<file path="src/rtl/fp_accum_ctrl.sv">
// fp_accum_ctrl: buffers IEEE-754 single operands in a small FIFO and drives an
// external multi-cycle FP adder, one element at a time, to accumulate each
// packet (closed by in_last) into a single sum with its element count.
module fp_accum_ctrl #(
  parameter int DEPTH   = 8,
  parameter int TIMEOUT = 64
) (
  input  logic        clk,
  input  logic        reset,
  input  logic        in_valid,
  output logic        in_ready,
  input  logic [31:0] in_data,
  input  logic        in_op,
  input  logic        in_last,
  output logic        add_start,
  output logic        add_op,
  output logic [31:0] add_A,
  output logic [31:0] add_B,
  input  logic        add_ready,
  input  logic [31:0] add_Y,
  output logic [31:0] sum,
  output logic        sum_valid,
  output logic [15:0] count,
  output logic        busy,
  output logic        nan_flag,
  output logic        err
);

  localparam int DATA_W = 32;
  localparam int AW     = $clog2(DEPTH);
  localparam int TW     = $clog2(TIMEOUT + 1);

  typedef enum logic [1:0] {IDLE, ISSUE, WAIT, DONE} state_t;

  // Saturating element counter increment.
  function automatic logic [15:0] sat_inc(input logic [15:0] v);
    return (v == 16'hFFFF) ? v : v + 16'd1;
  endfunction

  // Exponent all ones with a non-zero mantissa.
  function automatic logic is_nan(input logic [DATA_W-1:0] v);
    return (v[30:23] == 8'hFF) && (v[22:0] != 23'd0);
  endfunction

  state_t              state;
  logic [DATA_W+1:0]   mem [DEPTH];
  logic [AW-1:0]       wr_ptr;
  logic [AW-1:0]       rd_ptr;
  logic [AW:0]         occ;
  logic [DATA_W+1:0]   head;
  logic                push;
  logic                pop;
  logic                flush;
  logic [DATA_W-1:0]   acc;
  logic [15:0]         count_int;
  logic                elem_last;
  logic [TW-1:0]       tmr;

  assign in_ready = (occ != (AW+1)'(DEPTH));
  assign push     = in_valid && in_ready;
  assign pop      = (state == IDLE) && (occ != '0);
  assign flush    = (state == WAIT) && !add_ready && (tmr == TW'(TIMEOUT - 2));
  assign head     = mem[rd_ptr];
  assign busy     = (state != IDLE);

  // FIFO storage: {op, last, data}; contents need no reset, pointers guard them.
  always_ff @(posedge clk) begin
    if (push) mem[wr_ptr] <= {in_op, in_last, in_data};
  end

  // FIFO pointers and occupancy; a timeout discards everything queued.
  always_ff @(posedge clk) begin
    if (reset || flush) begin
      wr_ptr <= '0;
      rd_ptr <= '0;
      occ    <= '0;
    end else begin
      if (push) wr_ptr <= wr_ptr + 1'b1;
      if (pop)  rd_ptr <= rd_ptr + 1'b1;
      case ({push, pop})
        2'b10:   occ <= occ + 1'b1;
        2'b01:   occ <= occ - 1'b1;
        default: occ <= occ;
      endcase
    end
  end

  // Control FSM; adder operands are loaded on the way into ISSUE so that
  // add_start and its operands appear together and hold until the result.
  always_ff @(posedge clk) begin
    if (reset) begin
      state     <= IDLE;
      acc       <= '0;
      count_int <= '0;
      elem_last <= 1'b0;
      tmr       <= '0;
      add_start <= 1'b0;
      add_op    <= 1'b0;
      add_A     <= '0;
      add_B     <= '0;
      sum       <= '0;
      sum_valid <= 1'b0;
      count     <= '0;
      nan_flag  <= 1'b0;
      err       <= 1'b0;
    end else begin
      add_start <= 1'b0;
      sum_valid <= 1'b0;
      case (state)
        IDLE: begin
          if (occ != '0) begin
            add_A     <= acc;
            add_B     <= head[DATA_W-1:0];
            elem_last <= head[DATA_W];
            add_op    <= head[DATA_W+1];
            add_start <= 1'b1;
            state     <= ISSUE;
          end
        end
        ISSUE: begin
          tmr   <= '0;
          state <= WAIT;
        end
        WAIT: begin
          if (add_ready) begin
            acc       <= add_Y;
            count_int <= sat_inc(count_int);
            if (is_nan(add_Y)) nan_flag <= 1'b1;
            if (elem_last) begin
              sum       <= add_Y;
              count     <= sat_inc(count_int);
              sum_valid <= 1'b1;
              state     <= DONE;
            end else begin
              state <= IDLE;
            end
          end else if (tmr == TW'(TIMEOUT - 2)) begin
            err       <= 1'b1;
            acc       <= '0;
            count_int <= '0;
            state     <= IDLE;
          end else begin
            tmr <= tmr + 1'b1;
          end
        end
        DONE: begin
          acc       <= '0;
          count_int <= '0;
          nan_flag  <= 1'b0;
          state     <= IDLE;
        end
        default: state <= IDLE;
      endcase
    end
  end

endmodule

</file>
<file path="config.mk">
export PLATFORM = sky130hd
export DESIGN_NAME = fp_accum_ctrl
export DESIGN_NICKNAME = d
export VERILOG_FILES = /design/src/rtl/fp_accum_ctrl.sv
export SDC_FILE = /design/constraint.sdc
export NUM_CORES = 1
export LEC_CHECK = 0
export ABC_CLOCK_PERIOD_IN_PS = 7100
export CAP_MARGIN = 20
export CORE_MARGIN = 2
export CORE_UTILIZATION = 61
export DETAILED_ROUTE_END_ITERATION = 8
export GPL_TIMING_DRIVEN = 0
export PLACE_DENSITY = 0.86
export SLEW_MARGIN = 25
export SYNTH_ARGS = -nofsm -noshare
export SYNTH_HDL_FRONTEND = slang
export SYNTH_SLANG_ARGS = --single-unit
</file>
<file path="constraint.sdc">
create_clock -name clk -period 7.1 [get_ports clk]
set_input_delay 2.13 -clock clk [delete_from_list [all_inputs] [get_ports clk]]
set_output_delay 2.13 -clock clk [all_outputs]
set_load 0.05 [all_outputs]
</file>
-- After elaboration in Yosys (flattened, before gate mapping)
Memory sizes are Yosys's and may differ from the RTL's. A register that Yosys moved wholly into a read port is not among the register bits.
Index checks and enable logic that the tools add are counted.
- register bits: 151
- RAM bits: 272
- bits of input ports: 70
- output and inout bits: 119
- logic and storage cells: 85
- memories kept: 1
- memories (memory ; words ; width ; read ports ; clocked after Yosys merged registers in ; wr ports ; line ; text):
    mem ; 8 ; 34 ; 1 ; 1 ; 1 ; 46 ; logic [DATA_W+1:0] mem [DEPTH];
- $add $sub $neg: 6
- eq/ne operators: 15
- multiplexer cells: 23
- bitwise logic cells: 3
- reduce and logical (&&, ||, !) cells: 23
- operator list (cell ; number):
    $mux W32 ; 2
    $pmux W32 S2 ; 1
    $mux W16 ; 3
    $pmux W16 S2 ; 1
    $reduce_bool A23 Y1 ; 1
    $add A16 B1 Y16 const B ; 1
    $eq A16 B16 Y1 const B ; 1
    $mux W7 ; 2
    $pmux W7 S2 ; 1
    $reduce_and A3 Y1 ; 4
    $eq A8 B8 Y1 const B ; 1
    $mux W2 ; 4
    $pmux W2 S4 ; 1
    $pmux W4 S2 ; 1
    $reduce_bool A2 Y1 ; 4
    $add A7 B1 Y7 const B ; 1
    $eq A7 B6 Y1 const B ; 1
    $add A3 B1 Y3 const B ; 2
    $eq A2 B2 Y1 const B ; 3
    $mux W1 ; 6
    $ne A2 B2 Y1 const B ; 3
    $reduce_and A2 Y1 ; 3
    $logic_and A1 B1 Y1 ; 5
    $add A4 B1 Y4 const B ; 1
    other kinds (13) ; 17

-- Depth between registers and ports, before layout
Gate-level depths: netlist of run 1.
- word-level depth: 5
- gate-level depth with buffers: 14
- mapped depth without buffers: 10

-- Worst setup path after synthesis of run 1
OpenSTA, ideal clock, no wires.
- path type: input to register
- start: input in_valid
- end: memory mem[0][0] (netlist name) (enable)
- setup time: 0.468 ns
- data arrival time: 4.926 ns
- data required time: 6.632 ns
- path slack: 1.707 ns
- cell stages on the path: 3
- buffers on the path: 0
- path through: nand2_1 > or2_2 > nor3_1
- word-level cells in the longest chain between the ends: 3
- RTL lines (what ; line ; text):
    start, declared ; 10 ; input logic in_valid,
    $logic_and A1 B1 Y1 ; 60 ; assign push = in_valid && in_ready;
    $mux W1 ; 68 ; if (push) mem[wr_ptr] <= {in_op, in_last, in_data};
    $mux W1 (implied by the code) ; 68 ;
    end, declared ; 46 ;
No other way between the ends.

-- Final worst setup path of run 1
- start: register occ[1]
- end: output in_ready
- word-level cells in the longest chain between the ends: 1
- RTL lines (what ; line ; text):
    start, declared ; 49 ; logic [AW:0] occ;
    start signal, assigned ; 81 ; 2'b10: occ <= occ + 1'b1;
    start signal, assigned ; 82 ; 2'b01: occ <= occ - 1'b1;
    $ne A4 B4 Y1 ; 59 ; assign in_ready = (occ != (AW+1)'(DEPTH));
    end, declared ; 11 ; output logic in_ready,
No other way between the ends.

==> results of run 1 <==
-- through the flow --
step	util, %	cells	area (sq um)	hold WS [ns]	worst slack [ns]
after floorplan	-	1271	17520	0.4316	1.707
after global placement	69.82	1843	19880	0.4392	-1.032
after detailed placement	70.89	1860	20180	0.4464	2.518
after CTS	76.19	1942	21690	0.4552	2.363
after global routing	76.19	1942	21690	0.4692	2.312
final	76.20	1943	21690	0.4437	2.370
-- layout make-up --
cell class | instances | area (sq um) | area share, %
Clock buffer | 67 | 1380 | 6.361
Tap cell | 384 | 480.5 | 2.215
Sequential cell | 457 | 11870 | 54.72
Buffer | 95 | 375.4 | 1.730
Clock inverter | 15 | 130.1 | 0.5998
Inverter | 11 | 41.29 | 0.1903
Antenna cell | 1 | 2.502 | 0.01153
Multi-Input combinational cell | 708 | 5283 | 24.35
Timing Repair Buffer | 205 | 2131 | 9.822
-- worst reg2reg max path, delay by kind of cell, from the launching register on --
kind	cells	cell delay, ns
AO/OA/AOI/OAI	2	0.20
flip-flops	1	0.29
buffers and inverters	5	1.68
XOR/XNOR	2	0.34
adder cells (fa/ha/maj)	2	0.54
AND/OR/NAND/NOR	3	0.75
-- where the power goes --
group / switching [mW] / internal [mW] / leakage (nW)
Combinational: 1.33 / 0.720 / 2.19
Clock: 0.993 / 1.39 / 0.753
Sequential: 0.114 / 3.02 / 3.97
-- cells in the mapped netlist, drive strengths merged (10+ instances only) --
library cell  number
a31oi             11
nand3             17
inv               11
mux4              68
clkbuf            71
a211oi            38
buf               24
nor2              95
edfxtp           272
o21ai             19
a22oi             24
mux2i             35
nand2            159
xor2              10
dfxtp            185
nand4b            11
nand4             11
a21oi             86
nor4              12
or3               10
-- routing by layer --
layer | vias up | track usage [%]
met3 | 139 | 6.118
met2 | 787 | 53.80
met1 | 5975 | 38.38
met4 | 2 | 13.10
li1 | 5327 | -
met5 | - | 0
-- cell usage in the layout (no fill, tap or decap), drive strengths merged, types with 12 or more instances in the layout --
cell type / n
clkdlybuf4s50: 188
a22oi: 24
a211oi: 38
edfxtp: 272
mux2i: 35
inv: 13
a21oi: 86
o21ai: 19
nor4: 12
clkinv: 12
buf: 41
clkbuf: 138
mux4: 68
nand3: 17
nor2: 95
nand2: 159
dfxtp: 185
-- registers in the layout (all words and copies together) (netlist names) --
signal / flops
state: 2
wr_ptr: 3
tmr: 7
count_int: 16
sum_valid: 1
elem_last: 1
occ: 4
add_start: 1
count: 16
sum: 32
add_A: 32
rd_ptr: 3
nan_flag: 1
err: 1
add_B: 32
acc: 32
mem: 272
add_op: 1
-- cell families after synthesis --
family | synth area share (%)
buf+inv | 2.379
mux | 10.74
compound gates | 8.229
flops | 67.78
simple gates | 9.651
xor+xnor | 0.6501
fa+ha+maj | 0.5715
-- path summary, 6_finish.rpt --
kind                  from  cells after the start         to  slack [ns]
setup reg to reg  state[1]                     14     occ[2]        3.23
setup / recovery    occ[1]                      4   in_ready        2.37
hold reg to reg    acc[31]                      2  add_A[31]        0.44
hold / removal     acc[31]                      2  add_A[31]        0.44
==> summary.txt, run 1 <==
Power
  – Leakage: slightly below 7 nW
  – Power Total: 7.558 mW
  – Total power per unit cell area: ~350 nW/um^2
  – Worst VDD drop: 0.0002600 V

Setup path
  – CP max FO: 8
  – Crit Path Category: reg2out
  – Required @ worst endpoint: roughly 5 ns
  – Worst Path Arrival: 2.60 ns
  – CP max stage delay: ~0.72 ns
  – CP max-delay cell: clkdlybuf4s50_1
  – Worst Path Buf+Inv: 3
  – Startpoint types: register
  – CP dominant cell by count: clkbuf_1
  – CP cell instances: clkbuf_1, or4b_2, clkbuf_1, clkdlybuf4s50_1
  – Critical path's top delay family: buffers and inverters
  – Worst setup EP type: output port

Worst hold path
  – Hold Crit Class: reg2reg

Global routing
  – Total GRT Usage: 31.06%
  – First-pass GRT wire length: about 70000 um
  – Vias in the first global route: around 12000
  – Remaining Overflow, GRT: 0
  – Largest net degree at the start of global routing: 21
  – Initial antenna violation count: 1

Status
  – Outcome: finished, final reports clean

Timing
  – Final setup vio count: 0
  – Max Freq: approximately 210 MHz
  – Min Tclk post-route: 4.730 ns
  – RSZ-0062 raised after global routing: no
  – Clock Skew: 0.01887 ns
  – Pins Over Slew Limit: 0
  – Fin. Hold Viols: 0
  – Share of the clock period used by the worst path: 66.61%
  – Max-Slew Margin vs Limit: 32.69%
  – Setup_tns: 0 ns
  – Least-Margin Pin Slew: 1.010 ns

Placement
  – I/O Buffers: 188
  – DP HPWL: 30220 um
  – Gpl congestion: 0.9005

Floorplanning
  – Die Area: 30080 sq um
  – DIE WIDTH: 173.5 um
  – Die height: 173.5 um
  – Initial Util: between 60% and 70%
  – Top-level I/O count: 189
  – Core outline area: approximately 28000 sq um
  – Cell Rows: 62

Yosys
  – Post-synth EDFFs: 272
  – Async SR Flop Fraction: 0%
  – Main area contributors after synthesis: edfxtp_1 (47%), dfxtp_1 (21%), mux4_2 (8.7%)
  – Synth Register Bits: 457
  – Cell variety after synth: 63
  – Synth top area share: 46.63%
  – Syn Area/Cell: 13.78 sq um
  – Post-Syn Nets: 1349
  – Yosys Warn Count: 0
  – Most area-hungry cell type in the Yosys netlist: edfxtp_1
  – Sequential area share after synthesis: 67.78%
  – Ys flop type: edfxtp_1
  – Cell Area, Synth: roughly 18000 sq um
  – Post-Synthesis Cells: 1271

Detailed routing
  – Total routed wirelength: approximately 47000 um
  – DRC violations left: 0
  – Uppermost routed layer: met5
  – DR WL met3: 4450 um
  – Met2 routed WL: 23570 um
  – DRT iter0 DRCs: around 1400
  – Vias/cell: 6.294
  – DR WL/cell: 23.95 um
  – Metal-1 WL: 16970 um
  – TritonRoute pass-1 iters: 6
  – DR vias: 12230
  – Routed Antenna Nets: 0

Clocking
  – CTS tree: built
  – Max clock buf depth: 3
  – Post-cts sizing count: 0
  – CTS Hold Bufs: 0
  – TritonCTS Sinks: 457
  – Post-CTS setup buffers: 0
  – Clock buffer count from CTS: 44
  – Number of H-tree levels: 2
  – Clock Latency Late Sink: 0.56 ns
  – Worst-path clk slew: approximately 0.060 ns
  – Root Buffer: clkbuf_16

Cells and area
  – Layout cell share with drive strength beyond 1: 12.20%
  – # fillers: 1656
  – Final #Nets: between 1500 and 2000
  – P&R area growth vs syn: 23.86%

Run
  – Max Cap Viol: 0
No activity file was read; power rests on OpenSTA's default activity.
==> inputs of run 2 (changes only) <==
--- a/config.mk
+++ b/config.mk
@@ -5,13 +5,13 @@
 export SDC_FILE = /design/constraint.sdc
 export NUM_CORES = 1
 export LEC_CHECK = 0
-export ABC_CLOCK_PERIOD_IN_PS = 7100
+export ABC_CLOCK_PERIOD_IN_PS = 4300
 export CAP_MARGIN = 20
 export CORE_MARGIN = 2
-export CORE_UTILIZATION = 61
+export CORE_UTILIZATION = 51
 export DETAILED_ROUTE_END_ITERATION = 8
 export GPL_TIMING_DRIVEN = 0
-export PLACE_DENSITY = 0.86
+export PLACE_DENSITY = 0.77
 export SLEW_MARGIN = 25
 export SYNTH_ARGS = -nofsm -noshare
 export SYNTH_HDL_FRONTEND = slang
==> constraint.sdc (replaced) <==
create_clock -name clk -period 4.3 [get_ports clk]
set_input_delay 1.29 -clock clk [delete_from_list [all_inputs] [get_ports clk]]
set_output_delay 1.29 -clock clk [all_outputs]
set_load 0.05 [all_outputs]
==> run 2 against run 1 <==
Wire length fell by 4.5%. Sequential share of layout area decreased by 0.65 points. Flip-flop and latch count stayed put. Critical endpoint unchanged. Largest power group unchanged.
==> summary.txt, run 2 (synthesis results as in run 1) <==
Status
  – Outcome: finished, final reports clean

Floorplanning
  – Die height: 189.3 um (+9.1%)
  – DIE WIDTH: 189.3 um (+9.1%)
  – Cell Rows: 67 (+8.1%)
  – Initial Util: 51.98% (-9.5 points)
  – Die Area: 35840 sq um (+19%)
  – Top-level I/O count: 189 (unchanged)
  – Core outline area: 33700 sq um (+18%)

Clocking
  – Root Buffer: clkbuf_16
  – Clock buffer count from CTS: 47 (+6.8%)
  – Post-CTS setup buffers: 0 (unchanged)
  – CTS tree: built
  – Max clock buf depth: 3 (unchanged)
  – Clock Latency Late Sink: 0.55 ns (about the same)
  – Post-cts sizing count: 0 (unchanged)
  – CTS Hold Bufs: 0 (unchanged)
  – Number of H-tree levels: 2 (unchanged)
  – TritonCTS Sinks: 457 (unchanged)
  – Worst-path clk slew: 0.06 ns (about the same)

Cells and area
  – Largest Register: mem
  – P&R area growth vs syn: 25.35%
  – Largest register FFs: 272 (unchanged)
  – Commonest non-fill, non-tap cell in the layout: edfxtp_1
  – ANT cells: 0 (-1)
  – Layout cell share with drive strength beyond 1: 12.53% (+0.34 points)
  – Final #Nets: 1605 (+0.31%)
  – Most frequent cells in the layout: edfxtp_1 (272), clkdlybuf4s50_1 (188), dfxtp_1 (185), nand2_1 (158), nor2_1 (89)
  – Sequential Area: 11870 sq um (unchanged)
  – Multi-input logic area: 5289 sq um (+0.12%)
  – Post-layout util: 65.15% (-11 points)
  – # fillers: 2458 (+48%)

Setup path
  – Startpoint types: register
  – CP max stage delay: 0.73 ns (about the same)
  – Required @ worst endpoint: 3.01 ns (-1.96 ns)
  – CP max-delay cell: clkdlybuf4s50_1
  – CP max FO: 8 (unchanged)
  – CP cell instances: clkbuf_1, or4b_2, clkbuf_1, clkdlybuf4s50_1
  – Crit Path Category: reg2out
  – Worst Path Arrival: 2.57 ns (-0.03 ns)
  – Worst setup EP type: output port
  – CP dominant cell by count: clkbuf_1

Global routing
  – Vias in the first global route: 11772 (-5.6%)
  – Remaining Overflow, GRT: 0 (unchanged)
  – Total GRT Usage: 24.83% (-6.2 points)
  – Initial antenna violation count: 1 (unchanged)
  – Largest net degree at the start of global routing: 20 (-4.8%)
  – First-pass GRT wire length: 68050 um (-4.9%)

Power
  – Worst VDD drop: 0.0004771 V (+84%)
  – Power Total: 12.54 mW (+66%)
  – Leakage: 6.972 nW (+0.90%)
  – Int Pwr: 8.552 mW (+67%)
  – Total power per unit cell area: 571.0 nW/um^2 (+64%)
  – Sequential Power Share: 41.1% (-0.3 points)
  – Net Sw Power: 3.984 mW (+64%)
  – Switching share of power: 31.78% (-0.42 points)
  – Clock power frac: 32.2% (+0.7 points)
  – Combinational share of power: 26.7% (-0.4 points)

Timing
  – Final setup vio count: 0 (unchanged)
  – Min Tclk post-route: 3.862 ns
  – Max-Slew Margin vs Limit: 38.21% (+5.5 points)
  – Fin. Hold Viols: 0 (unchanged)
  – Pins Over Slew Limit: 0 (unchanged)
  – RSZ-0062 raised after global routing: no
  – Clock Skew: 0.01442 ns (-0.004454 ns)
  – Max Freq: 259.0 MHz
  – Least-Margin Pin Slew: 0.9269 ns (-0.08274 ns)
  – Share of the clock period used by the worst path: 89.81%

Detailed routing
  – Total routed wirelength: 44440 um (-4.5%)
  – DR WL/cell: 22.09 um (-7.8%)
  – Routed Antenna Nets: 0 (unchanged)
  – DRC violations left: 0 (unchanged)
  – DRT iter0 DRCs: 980 (-28%)
  – Vias/cell: 5.905 (-6.2%)
  – DR vias: 11881 (-2.9%)
  – TritonRoute pass-1 iters: 7 (+1)

Placement
  – Gpl congestion: 0.8976 (-0.32%)
  – I/O Buffers: 188 (unchanged)
  – DP HPWL: 29500 um (-2.4%)

Run
  – Max Cap Viol: 0 (unchanged)

Worst hold path
  – Hold Crit Class: reg2reg
run 2: changes by cell type in the layout (fill, tap and decap cells not counted), sizes merged:
cell / previous run / this run
clkinv: 12 / 15
buf: 41 / 43
bufinv: 1 / 3
clkbuf: 138 / 136
clkinvlp: 0 / 2
diode: 1 / 0
inv: 13 / 12
run 2: layer usage:
metal / global-route usage [%] / wire length, um / up-vias
li1: - / - / 5338
met1: 32.31 / 17320 / 5864
met2: 42.66 / 22370 / 581
met3: 4.393 / 3651 / 96
met4: 7.692 / 1087 / 2
met5: 0 / 11 / -
run 2: power groups by stage:
stage	registers, mW	logic (mW)	clock network, mW
final	5.16	3.34	4.04
after global routing	5.18	3.59	4.28
after CTS	5.15	3.38	4.09
after detailed placement	5.24	3.34	0
after global placement	5.24	3.20	0
after floorplan	5.64	1.75	0
run 2: area by class of cell:
class,instances,area share [%]
timing repair buffer,207,10.27
clock buffer,65,6.120
multi-input combinational,708,24.09
buffer,95,1.710
sequential,457,54.07
tap,448,2.553
clock inverter,21,0.9973
inverter,11,0.1881
run 2: critical path: cells and delay by family (launching register included):
| kind | cells | cell delay [ns] |
|---|---|---|
| and+or+nand+nor | 1 | 0.67 |
| buffers and inverters | 3 | 1.08 |
| DFF | 1 | 0.29 |
run 2: stage by stage:
stage,setup WS [ns],cell area (sq um),TNS [ns],hold slack [ns],std cells
floorplan,0.02853,17520,0,0.4316,1271
global placement,-2.838,19960,-375.09,0.4362,1907
detailed placement,0.4532,20390,0,0.4436,1926
CTS,0.4056,21960,0,0.4520,2012
global route,0.1924,21960,0,0.4677,2012
finish,0.4383,21960,0,0.4525,2012
run 2: final timing paths:
| kind | startpoint | end | slack, ns | cells after the start |
|---|---|---|---|---|
| worst min register to register | acc[30] | add_A[30] | 0.45 | 2 |
| worst min-delay path | acc[30] | add_A[30] | 0.45 | 2 |
| worst max-delay path | occ[1] | in_ready | 0.44 | 4 |
| worst max register to register | state[1] | occ[2] | 0.49 | 14 |
==> inputs of run 3 (changes only) <==
--- a/config.mk
+++ b/config.mk
@@ -11,6 +11,7 @@
 export CORE_UTILIZATION = 51
 export DETAILED_ROUTE_END_ITERATION = 8
 export GPL_TIMING_DRIVEN = 0
+export MAX_ROUTING_LAYER = met4
 export PLACE_DENSITY = 0.77
 export SLEW_MARGIN = 25
 export SYNTH_ARGS = -nofsm -noshare
==> run 3 against run 2 <==
Global-route usage rose by 0.71 points. Count of clock-buffer cells in the layout fell by 1. Core utilization barely moved. First-iteration DRC count fell by 2.1%. Clock power rose by 2%. Worst hold slack got worse by 0.0067 ns. Non-clock buffer count fell by 1. Design area barely moved. Combinational power barely moved. Wire length barely moved. Die area did not move. Critical endpoint is now occ[3]. Highest routed layer is now met4.
==> summary.txt, run 3 (synthesis results as in run 1) <==
Clocking
  – Root Buffer: clkbuf_16
  – Clock buffer count from CTS: 45 (-4.3%)
  – Worst-path clk slew: 0.06 ns (about the same)
  – Post-cts sizing count: 0 (unchanged)
  – CTS Hold Bufs: 0 (unchanged)
  – CTS tree: built
  – Clock Latency Late Sink: 0.56 ns (about the same)
  – Post-CTS setup buffers: 0 (unchanged)
  – TritonCTS Sinks: 457 (unchanged)
  – Max clock buf depth: 3 (unchanged)
  – Number of H-tree levels: 2 (unchanged)

Setup path
  – Crit Path Category: reg2reg
  – Worst setup EP type: register
  – Crit. Startpoint: state[1]
  – RR Startpoint: state[1]
  – R2r endpoint: occ[3]
  – Startpoint types: register
  – Crit path capture: occ[3]
  – CP max FO: 11 (+3)
  – Worst Path Arrival: 4.44 ns (+1.87 ns)
  – Required @ worst endpoint: 4.77 ns (+1.76 ns)
  – R2R cell count: 13 (-1)
  – Worst reg2reg setup slack: 0.33 ns (-0.16 ns)

Cells and area
  – Largest register FFs: 272 (unchanged)
  – P&R area growth vs syn: 25.33% (about the same)
  – # fillers: 2395 (-2.6%)
  – Commonest non-fill, non-tap cell in the layout: edfxtp_1
  – Largest Register: mem
  – Final #Nets: 1602 (-0.19%)
  – Layout cell share with drive strength beyond 1: 11.98% (-0.55 points)
  – Most frequent cells in the layout: edfxtp_1 (272), clkdlybuf4s50_1 (188), dfxtp_1 (185), nand2_1 (158), nor2_1 (89)
  – Post-route insts no fill: 2012 (unchanged)

Floorplanning
  – Die height: 189.3 um (unchanged)
  – Die Area: 35840 sq um (unchanged)
  – Top-level I/O count: 189 (unchanged)
  – Initial Util: 51.98% (unchanged)
  – Core outline area: 33700 sq um (unchanged)
  – Cell Rows: 67 (unchanged)
  – DIE WIDTH: 189.3 um (unchanged)

Detailed routing
  – DRC violations left: 0 (unchanged)
  – DRT iter0 DRCs: 959 (-2.1%)
  – Total routed wirelength: 44450 um (about the same)
  – TritonRoute pass-1 iters: 5 (-2)
  – Routed Antenna Nets: 0 (unchanged)
  – Vias/cell: 5.860 (-0.77%)
  – DR vias: 11790 (-0.77%)
  – DR WL/cell: 22.09 um (about the same)

Power
  – Int Pwr: 8.616 mW (+0.75%)
  – Net Sw Power: 3.985 mW (about the same)
  – Worst VDD drop: 0.0006645 V (+39%)
  – Clock power frac: 32.7% (+0.5 points)
  – Switching share of power: 31.63% (-0.16 points)
  – Total power per unit cell area: 574.0 nW/um^2 (+0.54%)
  – Combinational share of power: 26.4% (-0.3 points)
  – Sequential Power Share: 40.9% (-0.2 points)
  – Leakage: 6.959 nW (-0.19%)

Timing
  – Pins Over Slew Limit: 0 (unchanged)
  – Fin. Hold Viols: 0 (unchanged)
  – Hold_ws: 0.4458 ns (-0.006716 ns)
  – Min Tclk post-route: 3.969 ns (+0.1076 ns)
  – Final setup vio count: 0 (unchanged)
  – Max-Slew Margin vs Limit: 39.23% (+1.0 points)
  – Least-Margin Pin Slew: 0.9082 ns (-0.01871 ns)
  – RSZ-0062 raised after global routing: no
  – Share of the clock period used by the worst path: 92.31% (+2.5 points)
  – Clock Skew: 0.02889 ns (+0.01447 ns)
  – Max Freq: 251.9 MHz (-2.7%)

Global routing
  – Largest net degree at the start of global routing: 20 (unchanged)
  – Initial antenna violation count: 3 (+2)
  – M3 GR Usage: 4.115% (-0.28 points)
  – Grt met1 use: 31.50% (-0.81 points)
  – Most used routing layer: met2
  – M2 GR Usage: 43.60% (+0.94 points)
  – First-pass GRT wire length: 67890 um (-0.24%)
  – Vias in the first global route: 12020 (+2.1%)
  – Remaining Overflow, GRT: 0 (unchanged)
  – Total GRT Usage: 25.54% (+0.71 points)

Run
  – Max Cap Viol: 0 (unchanged)

Worst hold path
  – Hold_sp: acc[30]
  – Hold Crit Class: reg2reg

Placement
  – I/O Buffers: 188 (unchanged)
  – Dpl cells: 1925 (-0.052%)
  – DP HPWL: 30230 um (+2.5%)
  – Gpl congestion: 0.9097 (+1.3%)

Status
  – Outcome: finished, final reports clean
[run 3: layout make-up]
cell class                 instances  area [sq um]  share of cell area [%]
tap                              448         560.5                   2.553
inverter                          11         41.29                  0.1881
antenna                            3         7.507                 0.03420
clock inverter                    20         297.8                   1.357
timing repair buffer             206          2240                   10.20
sequential                       457         11870                   54.08
multi-input combinational        708          5289                   24.09
clock buffer                      64          1270                   5.785
buffer                            95         375.4                   1.710
[run 3: per-stage QoR]
| step | utilization (%) | power (mW) | area (sq um) | TNS (ns) | worst slack (ns) |
|---|---|---|---|---|---|
| finish | 65.14 | 12.60 | 21950 | 0 | 0.3307 |
| global route | 65.14 | 13.09 | 21950 | 0 | 0.07978 |
| CTS | 65.12 | 12.68 | 21940 | 0 | 0.3989 |
| detailed placement | 60.47 | 8.573 | 20380 | 0 | 0.4507 |
| global placement | 59.24 | 8.441 | 19960 | -371.85 | -2.751 |
| floorplan | - | 7.394 | 17520 | 0 | 0.02853 |
[run 3: routing by layer]
metal / share of wire, % / up-vias
met5: 0 / -
met4: 2.4 / 0
met1: 39 / 5799
met3: 8.1 / 78
li1: - / 5355
met2: 50 / 558
[run 3: power groups by stage]
stage	clock (mW)	combinational (mW)	sequential, mW
after detailed placement	0	3.33	5.24
final	4.12	3.32	5.16
after global routing	4.34	3.57	5.18
after global placement	0	3.21	5.24
after CTS	4.17	3.36	5.16
after floorplan	0	1.75	5.64
[run 3: worst max-delay path, stage by stage (launching register included)]
cell      delay (ns)
dfxtp_1         0.29
clkbuf_1        0.18
nor2_1          0.37
nand2b_1        0.08
buf_2           0.22
inv_2           0.13
clkbuf_1        0.56
clkbuf_1        0.64
ha_1            0.36
clkbuf_1        0.19
nor4b_1         0.38
o21ai_0         0.18
a21o_1          0.18
a21oi_1         0.12
[run 3: worst min path at each step]
stage	endpoint	slack [ns]	cells past startpoint
2_1_floorplan	add_A[0]	0.43	2
3_3_place_gp	add_A[23]	0.44	2
3_5_place_dp	add_A[2]	0.44	2
4_1_cts	add_A[30]	0.44	2
5_1_grt	acc[30]	0.47	2
6_report	add_A[30]	0.45	2
